File: config.mk
export PLATFORM = sky130hd
export DESIGN_NAME = gate_share_arbiter_flat
export DESIGN_NICKNAME = d
export VERILOG_FILES = /design/src/rtl/gate_share_arbiter_pkg.sv /design/src/rtl/gate_share_arbiter_if.sv /design/src/rtl/gate_share_arbiter_rr_pick.sv /design/src/rtl/gate_share_arbiter.sv /design/src/flat_wrapper.sv
export SDC_FILE = /design/constraint.sdc
export NUM_CORES = 1
export LEC_CHECK = 0
export CAP_MARGIN = 20
export CORE_MARGIN = 3
export CORE_UTILIZATION = 49
export CTS_CLUSTER_SIZE = 10
export DETAILED_ROUTE_END_ITERATION = 8
export PLACE_DENSITY = 0.76
export SYNTH_ARGS = -nofsm -noshare
export SYNTH_HDL_FRONTEND = slang
export SYNTH_SLANG_ARGS = --single-unit
File: constraint.sdc
create_clock -name clk -period 2.7 [get_ports clk]
set_input_delay 0.27 -clock clk [delete_from_list [all_inputs] [get_ports clk]]
set_output_delay 0.27 -clock clk [all_outputs]
set_load 0.05 [all_outputs]
File: src/rtl/gate_share_arbiter_pkg.sv
// ----------------------------------------------------------------------------
// gate_arb_pkg
// Shared definitions for the gate-share arbiter: the FSM state encoding,
// the default requester count and the helper that sizes requester indices.
// No ports; imported by the interface, the picker and the top.
// ----------------------------------------------------------------------------
package gate_arb_pkg;

    localparam int N_REQ_DEFAULT = 4;

    typedef enum logic [1:0] {
        IDLE  = 2'd0,
        DRIVE = 2'd1,
        RESP  = 2'd2
    } state_e;

    // Requester-index width. N_REQ is a power of two, so log2 is exact;
    // the floor of 1 keeps the index a legal vector.
    function automatic int id_w(input int n);
        return (n > 1) ? $clog2(n) : 1;
    endfunction

endpackage

File: src/rtl/gate_share_arbiter_if.sv
// ----------------------------------------------------------------------------
// gate_share_arbiter_if
// Bundles the requester side (req, op_a, op_b, gnt, rsp_*), the shared gate
// cell side (gate_a, gate_b, gate_c) and the status flags (busy, err).
//   slave  : seen by the arbiter (inputs req/op_a/op_b/gate_c)
//   master : seen by the requesters / gate model driving the arbiter
// ----------------------------------------------------------------------------
interface gate_share_arbiter_if #(
    parameter int N_REQ = gate_arb_pkg::N_REQ_DEFAULT
);
    import gate_arb_pkg::*;

    localparam int ID_W = id_w(N_REQ);

    logic [N_REQ-1:0] req;
    logic [N_REQ-1:0] op_a;
    logic [N_REQ-1:0] op_b;
    logic [N_REQ-1:0] gnt;
    logic             gate_a;
    logic             gate_b;
    logic             gate_c;
    logic             rsp_valid;
    logic [ID_W-1:0]  rsp_id;
    logic             rsp_data;
    logic             busy;
    logic             err;

    modport slave (
        input  req, op_a, op_b, gate_c,
        output gnt, gate_a, gate_b, rsp_valid, rsp_id, rsp_data, busy, err
    );

    modport master (
        output req, op_a, op_b, gate_c,
        input  gnt, gate_a, gate_b, rsp_valid, rsp_id, rsp_data, busy, err
    );

endinterface

File: src/rtl/gate_share_arbiter_rr_pick.sv
// ----------------------------------------------------------------------------
// rr_pick
// Combinational round-robin picker. Scans req starting at ptr in ascending
// index order, wrapping N_REQ-1 -> 0, and returns the first active requester.
//   req        in  N_REQ  request levels
//   ptr        in  ID_W   search start index
//   winner_oh  out N_REQ  one-hot winner (0 when none)
//   winner_idx out ID_W   winner index (0 when none)
//   any        out 1      at least one request active
// ----------------------------------------------------------------------------
module rr_pick
    import gate_arb_pkg::*;
#(
    parameter int N_REQ = N_REQ_DEFAULT
) (
    input  logic [N_REQ-1:0]        req,
    input  logic [id_w(N_REQ)-1:0]  ptr,
    output logic [N_REQ-1:0]        winner_oh,
    output logic [id_w(N_REQ)-1:0]  winner_idx,
    output logic                    any
);
    localparam int ID_W = id_w(N_REQ);

    logic [ID_W-1:0] cand;

    always_comb begin
        // NOTE: every output gets a default before the loop so no path
        // leaves a value unassigned and no latch is inferred.
        winner_oh  = '0;
        winner_idx = '0;
        any        = 1'b0;
        cand       = '0;
        for (int i = 0; i < N_REQ; i++) begin
            // N_REQ is a power of two, so truncation to ID_W is the wrap.
            cand = ptr + ID_W'(i);
            if (!any && req[cand]) begin
                any             = 1'b1;
                winner_idx      = cand;
                winner_oh[cand] = 1'b1;
            end
        end
    end

endmodule

File: src/rtl/gate_share_arbiter.sv
// ----------------------------------------------------------------------------
// gate_share_arbiter
// Time-shares one 2-input gate cell among N_REQ requesters. Each transaction
// takes three cycles: IDLE grants the round-robin winner and registers its
// operands onto gate_a/gate_b, DRIVE captures gate_c as the response, RESP
// drops the grant and advances the pointer past the winner.
//   clk  in  rising-edge clock
//   rst  in  asynchronous active-high reset
//   bus  gate_share_arbiter_if.slave (requests, grants, gate cell, response,
//        busy, err)
// Optional build macro GATE_CHECK_EN: checks gate_c against gate_a & gate_b at
// the DRIVE edge and raises a sticky err on mismatch; otherwise err is 0.
// ----------------------------------------------------------------------------
module gate_share_arbiter
    import gate_arb_pkg::*;
#(
    parameter int N_REQ = N_REQ_DEFAULT
) (
    input  logic                  clk,
    input  logic                  rst,
    gate_share_arbiter_if.slave   bus
);
    localparam int ID_W = id_w(N_REQ);

    state_e           state;
    logic [ID_W-1:0]  ptr;
    logic [ID_W-1:0]  win_id;
    logic [N_REQ-1:0] gnt_q;
    logic             gate_a_q;
    logic             gate_b_q;
    logic             rsp_valid_q;
    logic [ID_W-1:0]  rsp_id_q;
    logic             rsp_data_q;

    logic [N_REQ-1:0] pick_oh;
    logic [ID_W-1:0]  pick_idx;
    logic             pick_any;

    rr_pick #(.N_REQ(N_REQ)) u_pick (
        .req        (bus.req),
        .ptr        (ptr),
        .winner_oh  (pick_oh),
        .winner_idx (pick_idx),
        .any        (pick_any)
    );

    // NOTE: all state uses non-blocking assignments so every register
    // samples pre-edge values regardless of statement order.
    always_ff @(posedge clk or posedge rst) begin
        if (rst) begin
            state       <= IDLE;
            ptr         <= '0;
            win_id      <= '0;
            gnt_q       <= '0;
            gate_a_q    <= 1'b0;
            gate_b_q    <= 1'b0;
            rsp_valid_q <= 1'b0;
            rsp_id_q    <= '0;
            rsp_data_q  <= 1'b0;
        end else begin
            case (state)
                IDLE: begin
                    gnt_q <= '0;
                    if (pick_any) begin
                        gnt_q    <= pick_oh;
                        win_id   <= pick_idx;
                        gate_a_q <= bus.op_a[pick_idx];
                        gate_b_q <= bus.op_b[pick_idx];
                        state    <= DRIVE;
                    end
                end
                DRIVE: begin
                    rsp_data_q  <= bus.gate_c;
                    rsp_id_q    <= win_id;
                    rsp_valid_q <= 1'b1;
                    state       <= RESP;
                end
                RESP: begin
                    rsp_valid_q <= 1'b0;
                    gnt_q       <= '0;
                    ptr         <= win_id + 1'b1;
                    state       <= IDLE;
                end
                default: state <= IDLE;
            endcase
        end
    end

`ifdef GATE_CHECK_EN
    logic err_q;

    always_ff @(posedge clk or posedge rst) begin
        if (rst) begin
            err_q <= 1'b0;
        end else if (state == DRIVE && bus.gate_c != (gate_a_q & gate_b_q)) begin
            err_q <= 1'b1;
        end
    end

    assign bus.err = err_q;
`else
    assign bus.err = 1'b0;
`endif

    assign bus.gnt       = gnt_q;
    assign bus.gate_a    = gate_a_q;
    assign bus.gate_b    = gate_b_q;
    assign bus.rsp_valid = rsp_valid_q;
    assign bus.rsp_id    = rsp_id_q;
    assign bus.rsp_data  = rsp_data_q;
    assign bus.busy      = (state != IDLE);

endmodule
File: src/flat_wrapper.sv
// flat-port wrapper written by rule: the top's interface ports become plain ports
module gate_share_arbiter_flat import gate_arb_pkg::*;
#(
    parameter int N_REQ = N_REQ_DEFAULT
)
  (clk, rst, bus_req, bus_op_a, bus_op_b, bus_gate_c, bus_gnt, bus_gate_a, bus_gate_b, bus_rsp_valid, bus_rsp_id, bus_rsp_data, bus_busy, bus_err);
  gate_share_arbiter_if #(.N_REQ(N_REQ)) bus_i ();
  input  logic clk;
  input  logic rst;
  input wire logic [$bits(bus_i.req)-1:0] bus_req;
  input wire logic [$bits(bus_i.op_a)-1:0] bus_op_a;
  input wire logic [$bits(bus_i.op_b)-1:0] bus_op_b;
  input wire logic [$bits(bus_i.gate_c)-1:0] bus_gate_c;
  output wire logic [$bits(bus_i.gnt)-1:0] bus_gnt;
  output wire logic [$bits(bus_i.gate_a)-1:0] bus_gate_a;
  output wire logic [$bits(bus_i.gate_b)-1:0] bus_gate_b;
  output wire logic [$bits(bus_i.rsp_valid)-1:0] bus_rsp_valid;
  output wire logic [$bits(bus_i.rsp_id)-1:0] bus_rsp_id;
  output wire logic [$bits(bus_i.rsp_data)-1:0] bus_rsp_data;
  output wire logic [$bits(bus_i.busy)-1:0] bus_busy;
  output wire logic [$bits(bus_i.err)-1:0] bus_err;
  assign bus_i.req = bus_req;
  assign bus_i.op_a = bus_op_a;
  assign bus_i.op_b = bus_op_b;
  assign bus_i.gate_c = bus_gate_c;
  assign bus_gnt = bus_i.gnt;
  assign bus_gate_a = bus_i.gate_a;
  assign bus_gate_b = bus_i.gate_b;
  assign bus_rsp_valid = bus_i.rsp_valid;
  assign bus_rsp_id = bus_i.rsp_id;
  assign bus_rsp_data = bus_i.rsp_data;
  assign bus_busy = bus_i.busy;
  assign bus_err = bus_i.err;
  gate_share_arbiter #(.N_REQ(N_REQ)) u_core (.clk(clk), .rst(rst), .bus(bus_i));
endmodule
== Word level (Yosys, flattened, before mapping) ==
Index checks and enable logic that the tools add are counted.
W data, S select, Z words.
Cells by class
  $add $sub $neg: 4
  multiply operators: 0
  div/mod/pow operators: 0
  order comparisons: 9
  eq/ne operators: 3
  shift operators: 0
  multiplexer cells: 37
  bitwise logic cells: 3
  reductions and logical operators: 15
Operator list (count)
  $mux W4: 5
  $lt A2 B3 Y1 const B: 5
  $mux W1: 14
  $bmux W1 S2: 6
  $or A4 B4 Y4: 3
  $mux W2: 5
  $demux W1 S2: 4
  $ge A2 B1 Y1 const B: 4
  $pmux W4 S2: 1
  $logic_and A1 B1 Y1: 7
  $reduce_bool A2 Y1: 3
  $add A2 B1 Y2 const B: 2
  $add A2 B2 Y2 const B: 2
  $pmux W2 S2: 1
  $logic_not A1 Y1: 3
  $eq A2 B1 Y1 const B: 1
  $eq A2 B2 Y1 const B: 1
  $logic_not A2 Y1: 1
  $ne A2 B1 Y1 const B: 1
  $pmux W1 S2: 1
  $reduce_and A2 Y1: 1
Storage, ports and cells
  register bits after elaboration: 16
  bits in latches: 0
  memory bits (writable): 0
  ROM bits: 0
  input bits: 15
  output and inout bits: 12
  logic and storage cells: 80
  memories kept: 0

== Depth between registers and ports, before layout ==
Gate-level depths: netlist of run 1.
  depth after elaboration: 14
  depth in mapped cells: 8
  depth with buffers taken out: 8

== By module ==
A second synthesis of run 1 with hierarchy kept.
Unflattened totals
  cell total of the unflattened synthesis: 106
  area total of the unflattened synthesis: 1181.1 sq um
Modules (own cells, without submodules)
  gate_share_arbiter: instances 1, cells each 61, area an instance 759.5 sq um, seq. area each 400.4 sq um
  rr_pick: instances 1, cells each 45, area an instance 421.7 sq um, seq. area each 0.0 sq um

== Least setup slack after synthesis of run 1 ==
OpenSTA, ideal clock, no wires.
  path type: register -> register
  start point: reg u_core.ptr[0]
  end point: reg u_core.gate_a_q (netlist: u_core.bus.gate_a)
  setup time: 138 ps
  arrival: 2300 ps
  data required time: 2562 ps
  setup slack: 262 ps
  cell stages (with the launch flop): 9
  path buffers: 0
  period minus slack after synthesis: 2438 ps
  path through: dfrtp_1 > inv_1 > ha_1 > or3b_1 > a2111o_1 > nand3_2 > o21ai_4 > mux2i_1 > o221ai_1
Between the ends
  longest elaborated chain between the ends: 14
  elaborated cells on any way between the ends: 28
  those cells by class: add/sub (3); mux (18); reduce/logical (7)
RTL lines
  start: declaration: RTL line gate_share_arbiter.sv:26  | logic [ID_W-1:0] ptr;
  start signal: assignment: RTL line gate_share_arbiter.sv:81  | ptr <= win_id + 1'b1;
  branches (longest 14 deep; another with $add A2 B1 Y2)
  end signal: assignment: RTL line gate_share_arbiter.sv:67  | gate_a_q <= bus.op_a[pick_idx];
  end: declaration: RTL line gate_share_arbiter.sv:29  | logic gate_a_q;
Parallel ways; which one is timed is not known. The select of a mux whose other input is x is not followed.
A chain may end at the register's enable or synchronous reset.

== Worst setup path after layout of run 1 ==
  start point: reg u_core.state[1]
  end point: out bus_busy
Between the ends
  longest elaborated chain between the ends: 1
RTL lines
  start: declaration: RTL line gate_share_arbiter.sv:25  | state_e state;
  start signal: assignment: RTL line gate_share_arbiter.sv:51  | state <= IDLE;
  start signal: assignment: RTL line gate_share_arbiter.sv:69  | state <= DRIVE;
  start signal: assignment: RTL line gate_share_arbiter.sv:76  | state <= RESP;
  $reduce_bool A2 Y1: RTL line gate_share_arbiter.sv:111  | assign bus.busy = (state != IDLE);
  end: declaration: RTL line flat_wrapper.sv:20  | output wire logic [$bits(bus_i.busy)-1:0] bus_busy;
Every way passes these cells.

==> impl_metrics.env, run 1 <==
export IMPL_drt_wl_total_um=2350
export IMPL_clk_pin_slew_ps=90
export IMPL_numCtsBuffers=3
export IMPL_end_kind="primary output"
export IMPL_n_antenna_cell=0
export IMPL_skew_ps=1.38
export IMPL_track_usage_pct=18.9
export IMPL_synth_edf_count=0
export IMPL_cp_start_kind="register"
export IMPL_fin_crit_ps=2340
export IMPL_die_area_mm2=0.00296
export IMPL_path_cells="inv_1 > ha_1 > inv_1 > clkdlybuf4s50_1"
export IMPL_htreeDepth=1
export IMPL_top_layer="met3"
export IMPL_pwr_share_seq_pct=21.7
export IMPL_maxSlewHeadroom_pct=59.7
export IMPL_status="finished, final reports clean"
export IMPL_port_buffers=25
export IMPL_wl_met2_um=1130
export IMPL_cpMostUsedCell="inv_1"
export IMPL_cp_slowest_cell="clkdlybuf4s50_1"
export IMPL_tritoncts="yes"
export IMPL_fmax_mhz=428
export IMPL_p_sw_uw=949
export IMPL_post_route_period_util_pct=86.6
export IMPL_dp_slack_ps=287
export IMPL_max_cap_violations=0
export IMPL_clockBufferDepth=2
export IMPL_crit_start="u_core.state[1]"
export IMPL_grt_start_max_net_pins=17
export IMPL_p_per_area_mw_per_mm2=1320
export IMPL_rsz0062_at_grt="false"
export IMPL_synthArstFlopShare_pct=100
export IMPL_fin_area_mm2=0.00147
export IMPL_first_global_vias=968
export IMPL_io_pins=27
export IMPL_drv_slew=0
export IMPL_die_w_um=54.4
export IMPL_gp_congestion=0.808
export IMPL_ys_ff_latch=16
export IMPL_syn_inst=112
export IMPL_worstMarginPinSlew_ps=604
export IMPL_required_ps=2430
export IMPL_root_buffer="clkbuf_4"
export IMPL_cp_max_fo=10
export IMPL_hpwl_um=1820
export IMPL_nets=168
export IMPL_p_int_uw=989
export IMPL_worstReg2RegStart="u_core.ptr[0]"
export IMPL_drive_gt1_share_pct=12.1
export IMPL_p_sw_share_pct=49.0
export IMPL_vias_per_cell=5.67
export IMPL_tns_ps=0
export IMPL_core_area_mm2=0.00208
export IMPL_syn_avg_cell_area_um2=10.2
export IMPL_cts_sinks=16
export IMPL_clk_latency_ps=280
export IMPL_route_detailed_drc=0
export IMPL_initial_core_util_pct=55.0
export IMPL_critPathArrivalTime_ps=2070
export IMPL_seq_area_frac_synth_pct=34.9
export IMPL_drt_iter0_drc=7
export IMPL_final_common_cell="clkdlybuf4s50_1"
export IMPL_ys_warn_count=0
export IMPL_num_rows=16
export IMPL_synthFlopType="dfrtp_1"
export IMPL_antenna_found_initial=0
export IMPL_wl_per_cell_um=14.0
export IMPL_cts_resized_gates=0
export IMPL_final_cell_mix="25 x clkdlybuf4s50_1, 16 x dfrtp_1, 13 x nor2_1"
export IMPL_synthesis_nets=138
export IMPL_detail_route_antenna_nets=0
export IMPL_path_buf_inv=3
export IMPL_die_y_um=54.4
export IMPL_hold_class="in -> async"
export IMPL_grt_ovfl_total=0
export IMPL_ys_types=37
export IMPL_synth_area_mm2=0.00115
export IMPL_power_leakage_uw=0.000650
export IMPL_critPathKind="reg -> out"
export IMPL_syn_to_final_growth_pct=27.9
export IMPL_hold_viol_final=0
export IMPL_wl_met1_um=1120
export IMPL_setup_viol=0
export IMPL_grt_pass1_wl_um=4110
export IMPL_cpLargestDelayFamily="buffers and inverters"
export IMPL_combPwrFrac_pct=70.2
export IMPL_ctsHoldBuffers=0
export IMPL_firstDrtPassIters=4
export IMPL_peakVddDrop_mv=0.734
export IMPL_num_vias=953
export IMPL_final_setup_worst_slack_ps=363
export IMPL_critPathMaxStageDelay_ps=730
export IMPL_p_clk_share_pct=8.1
export IMPL_place_area_mm2=0.00143
export IMPL_postCtsSetupBuffers=0
export IMPL_wl_met3_um=106
-- cell usage after synthesis (2+ instances only) --
| cell | number | area, um^2 |
|---|---|---|
| dfrtp_1 | 16 | 400 |
| nor2_1 | 13 | 48.8 |
| ha_1 | 11 | 138 |
| nand2_1 | 9 | 33.8 |
| inv_1 | 8 | 30.0 |
| mux2i_1 | 6 | 60.1 |
| o21ai_0 | 5 | 25.0 |
| a22oi_1 | 4 | 30.0 |
| a211oi_1 | 3 | 22.5 |
| a221oi_1 | 3 | 26.3 |
| mux2_2 | 3 | 33.8 |
| a21oi_1 | 2 | 10.0 |
| mux4_2 | 2 | 45.0 |
| nand3_1 | 2 | 10.0 |
| o221ai_1 | 2 | 17.5 |
| xnor2_1 | 2 | 17.5 |
-- flip-flops by register name, summed over array words and instances (netlist names) --
| name | flops |
|---|---|
| u_core.bus.gnt | 4 |
| u_core.bus.rsp_id | 2 |
| u_core.state | 2 |
| u_core.bus.rsp_valid | 1 |
| u_core.ptr | 2 |
| u_core.win_id | 2 |
| u_core.bus.rsp_data | 1 |
| u_core.bus.gate_b | 1 |
| u_core.bus.gate_a | 1 |
-- per-stage QoR --
stage / hold slack [ps] / total power, uW / util [%] / std cells
finish: 344 / 1940 / 70.4 / 168
CTS: 362 / 1940 / 70.4 / 168
global route: 390 / 2090 / 70.4 / 168
global placement: 479 / 1750 / 68.7 / 164
floorplan: 184 / 1430 / - / 112
detailed placement: 484 / 1780 / 68.7 / 164
-- area by class of cell --
cell class,count,area [um^2]
multi-input cells,85,693
flip-flops and latches,16,400
clock buffers,4,36.3
fillers,174,616
inverters,8,30.0
repair buffers,28,273
well taps,27,33.8
-- worst register-to-register path: cells and delay by family, from the launching register on --
family,cells,cell delay [ps]
flops,1,360
buf+inv,1,60
simple gates,2,530
compound gates,3,690
fa+ha+maj,1,380
mux,1,190
-- metal layers --
layer | global-route usage [%] | vias up
met5 | 0 | -
met4 | 2.49 | 0
met3 | 4.90 | 0
met2 | 31.1 | 25
met1 | 25.4 | 458
li1 | - | 470
-- power by group through the flow --
| stage | Clock [uW] | Combinational, uW | Sequential (uW) |
|---|---|---|---|
| global route | 172 | 1480 | 437 |
| finish | 158 | 1360 | 421 |
| CTS | 161 | 1360 | 423 |
| detailed placement | 0 | 1350 | 426 |
| floorplan | 0 | 749 | 678 |
| global placement | 0 | 1330 | 424 |
-- cell families after synthesis --
kind of cell | after synthesis | share of synthesized area (%)
AO/OA/AOI/OAI | 26 | 17.6
XOR/XNOR | 2 | 1.53
adder cells (fa/ha/maj) | 11 | 12.0
buffers and inverters | 11 | 4.59
flip-flops | 16 | 34.9
multiplexers | 12 | 14.4
other | 1 | 0.327
AND/OR/NAND/NOR | 33 | 14.6
-- path summary, 6_finish.rpt --
kind                                   endpoint  slack (ps)  depth (start not counted)
setup / recovery                       bus_busy         360                          4
hold / removal                  u_core.state[1]         340                          2
setup reg to reg              u_core.bus.gate_a         380                          8
hold reg to reg            u_core.bus.rsp_id[1]         510                          1
max in group asynchronous     u_core.bus.gate_a        1970                          2
min in group clk           u_core.bus.rsp_id[1]         510                          1
Note: power is estimated with default switching activity, not from simulation.
==> inputs of run 2 (changes only) <==
- CORE_MARGIN: 3 -> default
- PLACE_DENSITY: 0.76 -> default
- PLACE_DENSITY_LB_ADDON: default -> 0.2
==> impl_metrics.env, run 2 (synthesized netlist as in run 1, its figures left out) <==
export IMPL_critPathMaxStageDelay_ps=820
export IMPL_cp_max_fo=10
export IMPL_end_kind="primary output"
export IMPL_tritoncts="yes"
export IMPL_status="finished, final reports clean"
export IMPL_clk_pin_slew_ps=100
export IMPL_die_w_um=50.4
export IMPL_skew_ps=1.15
export IMPL_largest_register_ffs=4
export IMPL_grt_pass1_wl_um=3960
export IMPL_cts_sinks=16
export IMPL_drive_gt1_share_pct=12.1
export IMPL_grt_start_max_net_pins=17
export IMPL_hpwl_um=1790
export IMPL_wl_per_cell_um=14.0
export IMPL_num_rows=17
export IMPL_p_per_area_mw_per_mm2=1320
export IMPL_maxSlewHeadroom_pct=59.9
export IMPL_die_y_um=50.4
export IMPL_cp_start_kind="register"
export IMPL_drv_slew=0
export IMPL_max_cap_violations=0
export IMPL_clk_latency_ps=290
export IMPL_cpMostUsedCell="inv_1"
export IMPL_fmax_mhz=422
export IMPL_p_sw_uw=947
export IMPL_final_cell_mix="25 x clkdlybuf4s50_1, 16 x dfrtp_1, 13 x nor2_1"
export IMPL_p_int_uw=988
export IMPL_cts_resized_gates=0
export IMPL_first_global_vias=901
export IMPL_port_buffers=25
export IMPL_peakVddDrop_mv=0.830
export IMPL_firstDrtPassIters=4
export IMPL_nets=168
export IMPL_path_buf_inv=3
export IMPL_numCtsBuffers=3
export IMPL_num_vias=962
export IMPL_fillers=190
export IMPL_rsz0062_at_grt="false"
export IMPL_power_uw=1940
export IMPL_io_pins=27
export IMPL_cp_slowest_cell="clkdlybuf4s50_1"
export IMPL_whs_ps=335
export IMPL_core_area_mm2=0.00221
export IMPL_critPathKind="reg -> out"
export IMPL_final_common_cell="clkdlybuf4s50_1"
export IMPL_htreeDepth=1
export IMPL_cpLargestDelayFamily="buffers and inverters"
export IMPL_path_cells="inv_1 > ha_1 > inv_1 > clkdlybuf4s50_1"
export IMPL_required_ps=2430
export IMPL_final_setup_worst_slack_ps=331
export IMPL_ctsHoldBuffers=0
export IMPL_postCtsSetupBuffers=0
export IMPL_fin_crit_ps=2370
export IMPL_dp_slack_ps=298
export IMPL_drt_iter0_drc=12
export IMPL_hold_class="in -> async"
export IMPL_syn_to_final_growth_pct=28.1
export IMPL_pwr_share_seq_pct=22.1
export IMPL_track_usage_pct=20.9
export IMPL_root_buffer="clkbuf_4"
export IMPL_post_route_period_util_pct=87.8
export IMPL_grt_ovfl_total=0
export IMPL_p_sw_share_pct=48.9
export IMPL_power_leakage_uw=0.000650
export IMPL_die_area_mm2=0.00254
export IMPL_tns_ps=0
export IMPL_vias_per_cell=5.69
export IMPL_critPathArrivalTime_ps=2100
export IMPL_drt_wl_total_um=2370
export IMPL_clockBufferDepth=2
export IMPL_route_detailed_drc=0
export IMPL_combPwrFrac_pct=69.5
export IMPL_initial_core_util_pct=51.8
export IMPL_n_antenna_cell=0
export IMPL_hold_viol_final=0
export IMPL_worstMarginPinSlew_ps=601
export IMPL_setup_viol=0
export IMPL_detail_route_antenna_nets=0
export IMPL_gp_congestion=0.742
export IMPL_antenna_found_initial=0
export IMPL_p_clk_share_pct=8.4
## run 2: cell counts in the layout (fill, tap and decap cells not counted)
No cell type changed its count.
## run 2: worst paths after layout
check	startpoint	end	slack [ps]	cells after the start
max	u_core.state[0]	bus_busy	330	4
min	rst	u_core.bus.rsp_data	340	2
max reg2reg	u_core.ptr[1]	u_core.bus.gate_b	370	8
min reg2reg	u_core.bus.rsp_data	u_core.bus.rsp_data	520	1
max in group asynchronous	rst	u_core.ptr[0]	1980	2
min in group clk	u_core.bus.rsp_data	u_core.bus.rsp_data	520	1
## run 2: power by group through the flow
| stage | registers, uW | clock network [uW] | logic [uW] |
|---|---|---|---|
| CTS | 427 | 166 | 1350 |
| floorplan | 678 | 0 | 749 |
| global placement | 422 | 0 | 1320 |
| detailed placement | 430 | 0 | 1350 |
| finish | 428 | 162 | 1350 |
| global route | 439 | 174 | 1460 |
## run 2: layout make-up
cell class | instances | area (um^2) | share of cell area [%]
inverters | 8 | 30.0 | 2.05
multi-input cells | 85 | 693 | 47.2
clock buffers | 4 | 36.3 | 2.47
well taps | 28 | 35.0 | 2.39
flip-flops and latches | 16 | 400 | 27.3
repair buffers | 28 | 273 | 18.6
## run 2: per-stage QoR
| stage | std cells | instance area, um^2 | utilization, % |
|---|---|---|---|
| after floorplan | 112 | 1150 | - |
| after global placement | 165 | 1430 | 64.7 |
| after detailed placement | 165 | 1430 | 64.7 |
| after CTS | 169 | 1470 | 66.3 |
| after global routing | 169 | 1470 | 66.3 |
| final | 169 | 1470 | 66.3 |
## run 2: layer usage
| layer | vias to the layer above | GRT usage [%] | part of all wire, % | routed length, um |
|---|---|---|---|---|
| met4 | 0 | 6.02 | 1.1 | 25 |
| met5 | - | 0 | 0 | 0 |
| li1 | 469 | - | - | - |
| met1 | 455 | 26.3 | 44 | 1040 |
| met2 | 34 | 35.8 | 50 | 1180 |
| met3 | 4 | 4.55 | 5.4 | 128 |
